<file path="config.mk">
export PLATFORM = sky130hd
export DESIGN_NAME = pipelined_carry_adder_flat
export DESIGN_NICKNAME = d
export VERILOG_FILES = /design/src/rtl/pipelined_carry_adder_if.sv /design/src/rtl/pipelined_carry_adder.sv /design/src/flat_wrapper.sv
export SDC_FILE = /design/constraint.sdc
export NUM_CORES = 1
export LEC_CHECK = 0
export ABC_AREA = 1
export CORE_MARGIN = 2
export CORE_UTILIZATION = 35
export DETAILED_ROUTE_END_ITERATION = 12
export PLACE_DENSITY_LB_ADDON = 0.12
export REMOVE_ABC_BUFFERS = 1
export SLEW_MARGIN = 20
export SYNTH_ARGS = -nofsm -noshare
export SYNTH_HDL_FRONTEND = slang
export SYNTH_SLANG_ARGS = --single-unit
</file>
<file path="constraint.sdc">
create_clock -name clk -period 9.97 [get_ports clk]
set_input_delay 1.994 -clock clk [delete_from_list [all_inputs] [get_ports clk]]
set_output_delay 1.994 -clock clk [all_outputs]
set_load 0.02 [all_outputs]
</file>
<file path="src/rtl/pipelined_carry_adder_if.sv">
// pipelined_carry_adder_if: operand/result valid-ready bus for pipelined_carry_adder
interface pipelined_carry_adder_if #(parameter int WIDTH = 16);
  logic in_valid, in_ready, cin, out_valid, out_ready, cout, ovf;
  logic [WIDTH-1:0] a, b, sum;
  modport master (output in_valid, a, b, cin, out_ready, input in_ready, out_valid, sum, cout, ovf);
  modport slave (input in_valid, a, b, cin, out_ready, output in_ready, out_valid, sum, cout, ovf);
endinterface

</file>
<file path="src/rtl/pipelined_carry_adder.sv">
// pipelined_carry_adder: WIDTH-bit adder with the carry chain cut into STAGES registered chunks, valid/ready on both sides
// Define ADDER_OVF_DETECT_EN to produce the signed-overflow flag; otherwise ovf is tied 0.
module pipelined_carry_adder #(
  parameter int WIDTH = 16,
  parameter int STAGES = 4
) (
  input logic clk,
  input logic rst,
  pipelined_carry_adder_if.slave bus
);
  localparam int CW = WIDTH / STAGES;
  logic adv;
  assign adv = !bus.out_valid || bus.out_ready;
  assign bus.in_ready = adv;
  for (genvar k = 0; k < STAGES; k++) begin : st
    localparam int RW = WIDTH - CW * k;
    localparam int SW = CW * (k + 1);
    logic [RW-1:0] ra, rb;
    logic ci, vi, co;
    logic [CW-1:0] cs;
    logic v_d, v_q, c_d, c_q;
    logic [SW-1:0] si, s_d, s_q;
    if (k == 0) begin : src
      assign ra = bus.a;
      assign rb = bus.b;
      assign ci = bus.cin;
      assign vi = bus.in_valid;
      assign si = cs;
    end else begin : src
      assign ra = st[k-1].skw.a_q;
      assign rb = st[k-1].skw.b_q;
      assign ci = st[k-1].c_q;
      assign vi = st[k-1].v_q;
      assign si = {cs, st[k-1].s_q};
    end
    // ra/rb hold only the chunks not yet added; the low CW bits belong to this stage
    assign {co, cs} = {1'b0, ra[CW-1:0]} + {1'b0, rb[CW-1:0]} + {{CW{1'b0}}, ci};
    always_comb begin
      v_d = adv ? vi : v_q;
      c_d = adv ? co : c_q;
      s_d = adv ? si : s_q;
    end
    always_ff @(posedge clk or posedge rst) begin
      if (rst) begin
        v_q <= 1'b0;
        c_q <= 1'b0;
        s_q <= '0;
      end else begin
        v_q <= v_d;
        c_q <= c_d;
        s_q <= s_d;
      end
    end
    if (k < STAGES - 1) begin : skw
      logic [RW-CW-1:0] a_d, a_q, b_d, b_q;
      always_comb begin
        a_d = adv ? ra[RW-1:CW] : a_q;
        b_d = adv ? rb[RW-1:CW] : b_q;
      end
      always_ff @(posedge clk or posedge rst) begin
        if (rst) begin
          a_q <= '0;
          b_q <= '0;
        end else begin
          a_q <= a_d;
          b_q <= b_d;
        end
      end
    end
    if (k == STAGES - 1) begin : last
`ifdef ADDER_OVF_DETECT_EN
      logic o_d, o_q;
      // same-sign operands giving an opposite-sign result == carry-in xor carry-out of the MSB
      always_comb o_d = adv ? (ra[CW-1] == rb[CW-1]) && (cs[CW-1] != ra[CW-1]) : o_q;
      always_ff @(posedge clk or posedge rst) begin
        if (rst) o_q <= 1'b0;
        else o_q <= o_d;
      end
      assign bus.ovf = o_q;
`else
      assign bus.ovf = 1'b0;
`endif
      assign bus.out_valid = v_q;
      assign bus.sum = s_q;
      assign bus.cout = c_q;
    end
  end
endmodule

</file>
<file path="src/flat_wrapper.sv">
// flat-port wrapper written by rule: the top's interface ports become plain ports
module pipelined_carry_adder_flat 
#(
  parameter int WIDTH = 16,
  parameter int STAGES = 4
)
  (clk, rst, bus_in_valid, bus_a, bus_b, bus_cin, bus_out_ready, bus_in_ready, bus_out_valid, bus_sum, bus_cout, bus_ovf);
  pipelined_carry_adder_if #(.WIDTH(WIDTH)) bus_i ();
  input logic clk;
  input logic rst;
  input wire logic [$bits(bus_i.in_valid)-1:0] bus_in_valid;
  input wire logic [$bits(bus_i.a)-1:0] bus_a;
  input wire logic [$bits(bus_i.b)-1:0] bus_b;
  input wire logic [$bits(bus_i.cin)-1:0] bus_cin;
  input wire logic [$bits(bus_i.out_ready)-1:0] bus_out_ready;
  output wire logic [$bits(bus_i.in_ready)-1:0] bus_in_ready;
  output wire logic [$bits(bus_i.out_valid)-1:0] bus_out_valid;
  output wire logic [$bits(bus_i.sum)-1:0] bus_sum;
  output wire logic [$bits(bus_i.cout)-1:0] bus_cout;
  output wire logic [$bits(bus_i.ovf)-1:0] bus_ovf;
  assign bus_i.in_valid = bus_in_valid;
  assign bus_i.a = bus_a;
  assign bus_i.b = bus_b;
  assign bus_i.cin = bus_cin;
  assign bus_i.out_ready = bus_out_ready;
  assign bus_in_ready = bus_i.in_ready;
  assign bus_out_valid = bus_i.out_valid;
  assign bus_sum = bus_i.sum;
  assign bus_cout = bus_i.cout;
  assign bus_ovf = bus_i.ovf;
  pipelined_carry_adder #(.WIDTH(WIDTH), .STAGES(STAGES)) u_core (.clk(clk), .rst(rst), .bus(bus_i));
endmodule
</file>
==> results.py, run 1 <==
metrics = {
    "floorplanning": {
        "die_h_um": 113,
        "core.rowCount": 39,
        "fp.dieW_um": 113,
        "core_um2": 11500,
        "initial_core_util_pct": 36.1,
        "die_area_um2": 12700,
        "ioPinCount": 57,
    },
    "timing": {
        "setup_viol": 0,
        "finClkSkew_ns": 0.00992,
        "maxSlewHeadroom_pct": 49.0,
        "hold_viol_final": 0,
        "period_share_pct": 61.2,
        "max_slew.worst_pin.slew_ns": 0.764,
        "achievable-frequency_mhz": 164,
        "drv_slew": 0,
        "setup_tns_ns": 0,
        "min_period_ns": 6.11,
        "rsz0062_at_grt": "false",
    },
    "cells_and_area": {
        "fill_cells": 1170,
        "drive_above_1_share_pct": 4.49,
        "fin_nets": 565,
        "final-seq-area_um2": 2400,
        "syn_to_final_growth_pct": 22.5,
        "multi_input_area_um2": 1490,
        "final_cells": 655,
        "n_antenna_cell": 0,
    },
    "worst_setup_path": {
        "cp.arrival_ns": 4.11,
        "endpoint": "bus_in_ready",
        "endpoint_kind": "primary output",
        "reg2reg_slack_ns": 7.77,
        "crit_type": "in -> out",
        "r2r_start": "u_core.bus.out_valid$_DFFE_PP0P_",
        "cp-start-kind": "input pin",
        "r2r_cells": 6,
        "path_cells": "clkdlybuf4s50_1 -> nor2_4 -> inv_2 -> clkdlybuf4s50_1",
        "cp_max_fo": 43,
        "cp_slowest_cell": "clkdlybuf4s50_1",
        "worst_path_largest_cell_delay_ns": 0.66,
        "crit_path_frequent_cell": "clkdlybuf4s50_1",
        "crit_path_start": "bus_out_ready",
        "reg2reg_to": "u_core.st[1].s_q[6]$_DFFE_PP0P_",
        "worst_ep_required_time_ns": 7.98,
    },
    "power_and_ir_drop": {
        "power.leakage_nw": 2.57,
        "powerDensity_nw_per_um2": 299,
        "ir_drop_mv": 0.171,
    },
    "grt": {
        "use_met2_pct": 21.1,
        "grt_pass1_vias": 3025,
        "busiest_layer": "met2",
        "grt.overflow.total": 0,
        "met3_usage_pct": 5.25,
        "grt_first_pass_wirelength_um": 13500,
        "grt_max_degree": 84,
        "grt.total_usage_pct": 13.3,
        "use_met1_pct": 16.6,
        "antenna_found_initial": 0,
    },
    "synthesis": {
        "ys_types": 21,
        "yosys_warnings": 0,
        "ys_seq_area_share_pct": 58.1,
        "netlist_instances": 460,
        "ys_ff_latch": 96,
        "syn_area_per_cell_um2": 8.99,
        "syn_area_um2": 4140,
    },
    "placement": {
        "hpwl_um": 4730,
        "place_congestion": 0.731,
        "port_buffers": 55,
        "dp_cells": 640,
    },
    "cts": {
        "cts_buffer_depth": 2,
        "cts_max_level": 3,
        "cts_setup_buffers": 0,
        "clk_latency_ns": 0.34,
        "clkSinkCount": 96,
        "clockRootBuffer": "clkbuf_16",
        "hold_buffers": 0,
        "cts_buffers": 9,
        "cts_tree": "built",
        "path_clk_slew_ns": 0.07,
        "cts_resized": 0,
    },
    "detailed_routing": {
        "drt_first_iter_violations": 145,
        "wl_per_cell_um": 11.6,
        "firstDrtPassIters": 4,
        "final_antenna_net_count": 0,
        "vias": 2927,
        "drc": 0,
        "vias_per_cell": 4.47,
        "drt_wl_total_um": 7600,
    },
    "status": {
        "status": "completed",
    },
    "job": {
        "maxCapViolCount": 0,
    },
    "hold_path": {
        "hp-class": "reg -> reg",
    },
}
==> through the flow <==
step	hold WS [ns]	cell area [um2]	total power, mW	worst slack (ns)	util (%)
3_5_place_dp	0.446	4770	1.20	3.79	41.6
6_report	0.459	5060	1.52	3.86	44.2
5_1_grt	0.489	5060	1.66	3.69	44.2
3_3_place_gp	0.430	4770	1.19	3.82	41.6
4_1_cts	0.465	5060	1.55	3.80	44.1
2_1_floorplan	0.420	4020	1.01	3.23	-
==> routing by layer <==
metal  routed length, um  vias to the layer above
met1                3680                     1355
met5                   0                        -
met2                3400                       58
met4                  95                        0
li1                    -                     1507
met3                 419                        7
==> state kept, by name, summed over array words and instances, names as in the netlist <==
name	count
u_core.st.skw.a_q	24
u_core.st.c_q	3
u_core.st.v_q	3
u_core.st.skw.b_q	24
u_core.bus.sum	16
u_core.bus.cout	1
u_core.bus.out_valid	1
u_core.st.s_q	24
==> cells in the mapped netlist <==
master	instances	share of area [%]
a31oi_1	2	0.30
nor2_1	12	1.1
inv_1	34	3.1
dfrtp_1	96	58
buf_4	9	1.6
o22ai_1	1	0.15
nand2_1	215	20
a22oi_1	1	0.18
inv_2	1	0.091
nand3_1	12	1.5
o21bai_1	1	0.18
a21oi_1	7	0.85
nor2_2	1	0.15
ha_1	12	3.6
o21ai_0	32	3.9
o31ai_1	1	0.18
clkbuf_1	6	0.54
buf_2	6	0.73
conb_1	1	0.091
fa_1	8	3.9
or2_2	2	0.30
==> worst max-delay path: cells and delay by family <==
| family | cells | cell delay (ns) |
|---|---|---|
| and+or+nand+nor | 1 | 0.53 |
| buffers and inverters | 3 | 1.56 |
==> cell usage in the layout, fill, tap and decap left out, types with 2 or more instances in the layout <==
master           count
fa_1                 8
clkdlybuf4s50_1     55
o21ai_0             32
dfrtp_1             96
buf_4                2
nor2_1              12
a31oi_1              2
clkinv_2             3
or2_2                2
nand2_1            215
clkbuf_16            9
nand3_1             12
inv_1               33
a21oi_1              7
ha_1                12
==> worst min-delay path by stage <==
stage | startpoint | end | cells past startpoint | slack, ns
final | u_core.st[2].v_q$_DFFE_PP0P_ | u_core.bus.out_valid$_DFFE_PP0P_ | 2 | 0.46
after detailed placement | u_core.st[2].v_q$_DFFE_PP0P_ | u_core.bus.out_valid$_DFFE_PP0P_ | 2 | 0.45
after CTS | u_core.st[2].v_q$_DFFE_PP0P_ | u_core.bus.out_valid$_DFFE_PP0P_ | 2 | 0.46
after floorplan | u_core.st[2].v_q$_DFFE_PP0P_ | u_core.bus.out_valid$_DFFE_PP0P_ | 2 | 0.42
after global routing | u_core.st[0].skw.b_q[6]$_DFFE_PP0P_ | u_core.st[1].skw.b_q[2]$_DFFE_PP0P_ | 2 | 0.49
after global placement | u_core.st[2].v_q$_DFFE_PP0P_ | u_core.bus.out_valid$_DFFE_PP0P_ | 2 | 0.43
==> cell families after synthesis <==
family / after synthesis / synth area share (%)
adders and majority gates: 20 / 7.50
buffers and inverters: 56 / 6.08
other: 1 / 0.0907
and+or+nand+nor: 242 / 22.5
AOI/OAI and AO/OA: 45 / 5.72
DFF: 96 / 58.1
==> layout make-up <==
class	instances	share of cell area, %
Clock buffer	9	4.45
Tap cell	143	3.53
Multi-Input combinational cell	308	29.3
Sequential cell	96	47.4
Clock inverter	6	1.21
Inverter	35	2.64
Timing Repair Buffer	58	11.4
==> where the power goes <==
part	leakage, nW	total, mW	internal, mW	switching, mW
combinational	1.27	0.538	0.224	0.313
clock	0.141	0.334	0.192	0.142
sequential	1.16	0.645	0.558	0.0861
Power figures use the tool's default switching activity.
==> run 2, diff against run 1 <==
- clock period: 9.97 -> 6.32 ns (I/O delays scaled with it)
==> results.py, run 2 (same netlist as run 1, synthesis figures left out) <==
metrics = {
    "status": {
        "status": "completed",
    },
    "worst_setup_path": {
        "path_buf_inv": 3,
        "crit_type": "in -> out",
        "endpoint_kind": "primary output",
        "cp_max_fo": 2,
        "reg2reg_slack_ns": 4.57,
        "worst_ep_required_time_ns": 5.06,
        "path_cells": "clkdlybuf4s50_1 -> nor2_4 -> inv_2 -> clkdlybuf4s50_1",
        "endpoint": "bus_in_ready",
        "crit_path_frequent_cell": "clkdlybuf4s50_1",
        "worst_path_largest_cell_delay_ns": 0.61,
        "reg2reg_to": "u_core.st[1].skw.a_q[1]$_DFFE_PP0P_",
        "cp-start-kind": "input pin",
        "cp_top_family": "buffers and inverters",
        "cp.arrival_ns": 2.52,
        "r2r_start": "u_core.bus.out_valid$_DFFE_PP0P_",
        "crit_cells": 4,
        "cp_slowest_cell": "clkdlybuf4s50_1",
        "crit_path_start": "bus_out_ready",
        "r2r_cells": 5,
    },
    "cells_and_area": {
        "n_antenna_cell": 0,
        "most-common-layout-cells": "nand2_1, dfrtp_1, clkdlybuf4s50_1, inv_1, o21ai_0",
        "drive_above_1_share_pct": 4.10,
        "fill_cells": 1186,
        "final_common_cell": "nand2_1",
        "syn_to_final_growth_pct": 22.8,
        "final_cells": 655,
        "final-seq-area_um2": 2400,
        "reg_top3": "u_core.st.s_q: 24 flops, u_core.st.skw.a_q: 24 flops, u_core.st.skw.b_q: 24 flops",
        "fin_nets": 565,
        "multi_input_area_um2": 1490,
        "utilization_pct": 44.3,
    },
    "timing": {
        "timing.hold.ws_ns": 0.456,
        "setup_viol": 0,
        "achievable-frequency_mhz": 264,
        "rsz0062_at_grt": "false",
        "period_share_pct": 59.9,
        "max_slew.worst_pin.slew_ns": 0.949,
        "hold_viol_final": 0,
        "finClkSkew_ns": 0.00355,
        "drv_slew": 0,
        "maxSlewHeadroom_pct": 36.8,
        "min_period_ns": 3.78,
        "setup_tns_ns": 0,
    },
    "hold_path": {
        "hp-class": "reg -> reg",
    },
    "power_and_ir_drop": {
        "power_mw": 2.42,
        "ir_drop_mv": 0.244,
        "powerDensity_nw_per_um2": 477,
        "power.leakage_nw": 2.58,
    },
    "grt": {
        "grt_pass1_vias": 3064,
        "grt.total_usage_pct": 13.6,
        "grt.overflow.total": 0,
        "antenna_found_initial": 0,
        "grt_first_pass_wirelength_um": 13800,
        "grt_max_degree": 100,
    },
    "floorplanning": {
        "die_area_um2": 12700,
        "ioPinCount": 57,
        "core.rowCount": 39,
        "die_h_um": 113,
        "core_um2": 11500,
        "initial_core_util_pct": 36.1,
        "fp.dieW_um": 113,
    },
    "cts": {
        "clockRootBuffer": "clkbuf_16",
        "cts_max_level": 3,
        "clkSinkCount": 96,
        "cts_resized": 0,
        "hold_buffers": 0,
        "path_clk_slew_ns": 0.06,
        "cts_buffers": 9,
        "cts_tree": "built",
        "cts_buffer_depth": 2,
        "cts_setup_buffers": 0,
        "clk_latency_ns": 0.34,
    },
    "detailed_routing": {
        "drt_first_iter_violations": 188,
        "vias_per_cell": 4.47,
        "wl_per_cell_um": 11.6,
        "final_antenna_net_count": 0,
        "vias": 2931,
        "drc": 0,
        "firstDrtPassIters": 4,
        "drt_wl_total_um": 7610,
    },
    "placement": {
        "dp_cells": 640,
        "port_buffers": 55,
        "hpwl_um": 4600,
        "place_congestion": 0.740,
    },
    "job": {
        "maxCapViolCount": 0,
    },
}
run 2: cell count changes in the layout (fill, tap and decap cells not counted), sizes merged:
cell,delta
bufinv,+1
clkinv,-2
clkinvlp,-1
clkbuf,+2
run 2: routing by layer:
metal | wire, um | track usage (%)
met5 | 0 | 0
met4 | 104 | 3.66
met3 | 480 | 5.73
met2 | 3410 | 22.3
met1 | 3620 | 16.6
run 2: worst register-to-register path, cell delays in order (launching register included):
cell and delay, ns:
dfrtp_1 0.38, inv_1 0.09, nor2_4 0.05, inv_2 0.08, buf_4 0.74, o21ai_0 0.24
run 2: stage by stage:
step	cell area, um2	worst slack [ns]
2_1_floorplan	4020	1.04
3_3_place_gp	4770	2.52
3_5_place_dp	4770	2.52
4_1_cts	5080	2.52
5_1_grt	5080	2.49
6_report	5080	2.54
run 2: where the power goes:
part	leakage (nW)	total, mW	switching, mW	internal (mW)
clock	0.149	0.556	0.213	0.343
combinational	1.27	0.856	0.499	0.356
sequential	1.16	1.01	0.132	0.881
total	2.58	2.42	0.844	1.58
run 2: layout make-up:
cell class / instances / share of cell area, %
Tap cell: 143 / 3.52
Sequential cell: 96 / 47.3
Timing Repair Buffer: 58 / 11.3
Inverter: 35 / 2.64
Clock inverter: 4 / 1.38
Clock buffer: 11 / 4.58
Multi-Input combinational cell: 308 / 29.3
run 2: how the worst min path moves through the flow:
stage	startpoint	end	slack (ns)	cells after the start
2_1_floorplan	u_core.st[2].v_q$_DFFE_PP0P_	u_core.bus.out_valid$_DFFE_PP0P_	0.42	2
3_3_place_gp	u_core.st[2].v_q$_DFFE_PP0P_	u_core.bus.out_valid$_DFFE_PP0P_	0.44	2
3_5_place_dp	u_core.st[2].v_q$_DFFE_PP0P_	u_core.bus.out_valid$_DFFE_PP0P_	0.45	2
4_1_cts	u_core.st[2].v_q$_DFFE_PP0P_	u_core.bus.out_valid$_DFFE_PP0P_	0.46	2
5_1_grt	u_core.st[2].v_q$_DFFE_PP0P_	u_core.bus.out_valid$_DFFE_PP0P_	0.49	2
6_report	u_core.st[2].v_q$_DFFE_PP0P_	u_core.bus.out_valid$_DFFE_PP0P_	0.46	2
==> run 3, diff against run 2 <==
- clock period: 6.32 -> 3.85 ns (I/O delays scaled with it)
==> results.py, run 3 (same netlist as run 1, synthesis figures left out) <==
metrics = {
    "status": {
        "status": "completed",
    },
    "timing": {
        "max_slew.worst_pin.slew_ns": 0.934,
        "maxSlewHeadroom_pct": 37.8,
        "drv_slew": 0,
        "rsz0062_at_grt": "false",
        "achievable-frequency_mhz": 358,
        "period_share_pct": 72.6,
        "hold_viol_final": 0,
        "setup_viol": 0,
        "setup_ws_ns": 1.06,
        "min_period_ns": 2.79,
        "finClkSkew_ns": 0.00683,
    },
    "detailed_routing": {
        "firstDrtPassIters": 4,
        "drt_wl_total_um": 7540,
        "wl_per_cell_um": 11.5,
        "final_antenna_net_count": 0,
        "vias_per_cell": 4.49,
        "drc": 0,
        "vias": 2947,
        "drt_first_iter_violations": 115,
    },
    "power_and_ir_drop": {
        "powerDensity_nw_per_um2": 767,
        "ir_drop_mv": 0.361,
        "power.leakage_nw": 2.57,
        "power_mw": 3.88,
    },
    "floorplanning": {
        "die_h_um": 113,
        "core.rowCount": 39,
        "ioPinCount": 57,
        "initial_core_util_pct": 36.1,
        "core_um2": 11500,
        "die_area_um2": 12700,
        "fp.dieW_um": 113,
    },
    "cells_and_area": {
        "reg_top3": "u_core.st.s_q: 24 flops, u_core.st.skw.a_q: 24 flops, u_core.st.skw.b_q: 24 flops",
        "n_antenna_cell": 0,
        "drive_above_1_share_pct": 4.68,
        "fin_nets": 565,
        "most-common-layout-cells": "nand2_1, dfrtp_1, clkdlybuf4s50_1, inv_1, o21ai_0",
        "syn_to_final_growth_pct": 22.4,
        "multi_input_area_um2": 1490,
        "fin_area_um2": 5060,
        "final_common_cell": "nand2_1",
        "fill_cells": 1174,
        "final-seq-area_um2": 2400,
    },
    "worst_setup_path": {
        "cp.arrival_ns": 2.02,
        "path_buf_inv": 3,
        "cp_top_family": "buffers and inverters",
        "endpoint_kind": "primary output",
        "cp_max_fo": 2,
        "crit_path_frequent_cell": "clkdlybuf4s50_1",
        "crit_path_start": "bus_out_ready",
        "cp_slowest_cell": "clkdlybuf4s50_1",
        "worst_path_largest_cell_delay_ns": 0.60,
        "worst_ep_required_time_ns": 3.08,
        "crit_type": "in -> out",
        "r2r_start": "u_core.st[2].c_q$_DFFE_PP0P_",
        "path_cells": "clkdlybuf4s50_1 -> nor2_4 -> inv_2 -> clkdlybuf4s50_1",
        "cp-start-kind": "input pin",
    },
    "grt": {
        "grt.total_usage_pct": 13.3,
        "grt_first_pass_wirelength_um": 13700,
        "grt_max_degree": 100,
        "grt.overflow.total": 0,
        "antenna_found_initial": 0,
        "grt_pass1_vias": 3065,
    },
    "placement": {
        "place_congestion": 0.721,
        "dp_slack_ns": 1.05,
        "hpwl_um": 4530,
        "port_buffers": 55,
        "postPlaceCellArea_um2": 4790,
    },
    "cts": {
        "clockRootBuffer": "clkbuf_16",
        "cts_buffers": 9,
        "hold_buffers": 0,
        "path_clk_slew_ns": 0.06,
        "cts_resized": 0,
        "clkSinkCount": 96,
        "cts_buffer_depth": 2,
        "cts_setup_buffers": 0,
        "clk_latency_ns": 0.34,
        "cts_max_level": 3,
        "cts_tree": "built",
    },
    "job": {
        "maxCapViolCount": 0,
    },
    "hold_path": {
        "min_from": "u_core.st[2].v_q$_DFFE_PP0P_",
        "hp-class": "reg -> reg",
    },
}
run 3: cell types whose count changed in the layout (fill, tap and decap cells not counted), sizes merged:
cell | previous run | this run
bufinv | 2 | 0
clkinv | 2 | 4
clkinvlp | 0 | 2
clkbuf | 11 | 10
run 3: tightest hold or removal path: stages, from the launching register on:
cell	delay (ns)
dfrtp_1	0.32
inv_1	0.05
nand2_1	0.05
run 3: cell type report:
| class | instances | share of cell area, % |
|---|---|---|
| inverter | 35 | 2.65 |
| clock buffer | 10 | 4.72 |
| clock inverter | 6 | 0.692 |
| timing repair buffer | 58 | 11.6 |
| sequential | 96 | 47.5 |
| tap | 143 | 3.54 |
| multi-input combinational | 308 | 29.4 |
run 3: power breakdown:
part           leakage [nW]  switching, mW  internal (mW)  total (mW)
Sequential             1.16          0.216           1.45        1.66
Combinational          1.27          0.812          0.585        1.40
Clock                 0.134          0.374          0.451       0.825
run 3: final timing paths:
| check | end | slack [ns] | cells after the start |
|---|---|---|---|
| worst min register to register | u_core.bus.out_valid$_DFFE_PP0P_ | 0.45 | 2 |
| worst max-delay path | bus_in_ready | 1.06 | 4 |
| worst max register to register | u_core.bus.cout$_DFFE_PP0P_ | 2.08 | 6 |
| min in group asynchronous | u_core.st[0].skw.b_q[7]$_DFFE_PP0P_ | 0.86 | 2 |
| worst min-delay path | u_core.bus.out_valid$_DFFE_PP0P_ | 0.45 | 2 |
| max in group asynchronous | u_core.st[1].s_q[1]$_DFFE_PP0P_ | 2.33 | 3 |
run 3: metrics by stage:
step | std cells | util [%] | setup TNS (ns) | hold WS [ns]
final | 656 | 44.1 | 0 | 0.454
after floorplan | 439 | - | -8.04 | 0.420
after global routing | 656 | 44.1 | 0 | 0.489
after global placement | 640 | 41.7 | 0 | 0.440
after detailed placement | 640 | 41.7 | 0 | 0.445
after CTS | 656 | 44.1 | 0 | 0.462
run 3: layer usage:
layer	vias up	track usage (%)	routed length [um]
li1	1509	-	-
met1	1371	17.7	3750
met2	55	20.9	3280
met3	12	3.00	346
met4	0	6.10	164
met5	-	0	0
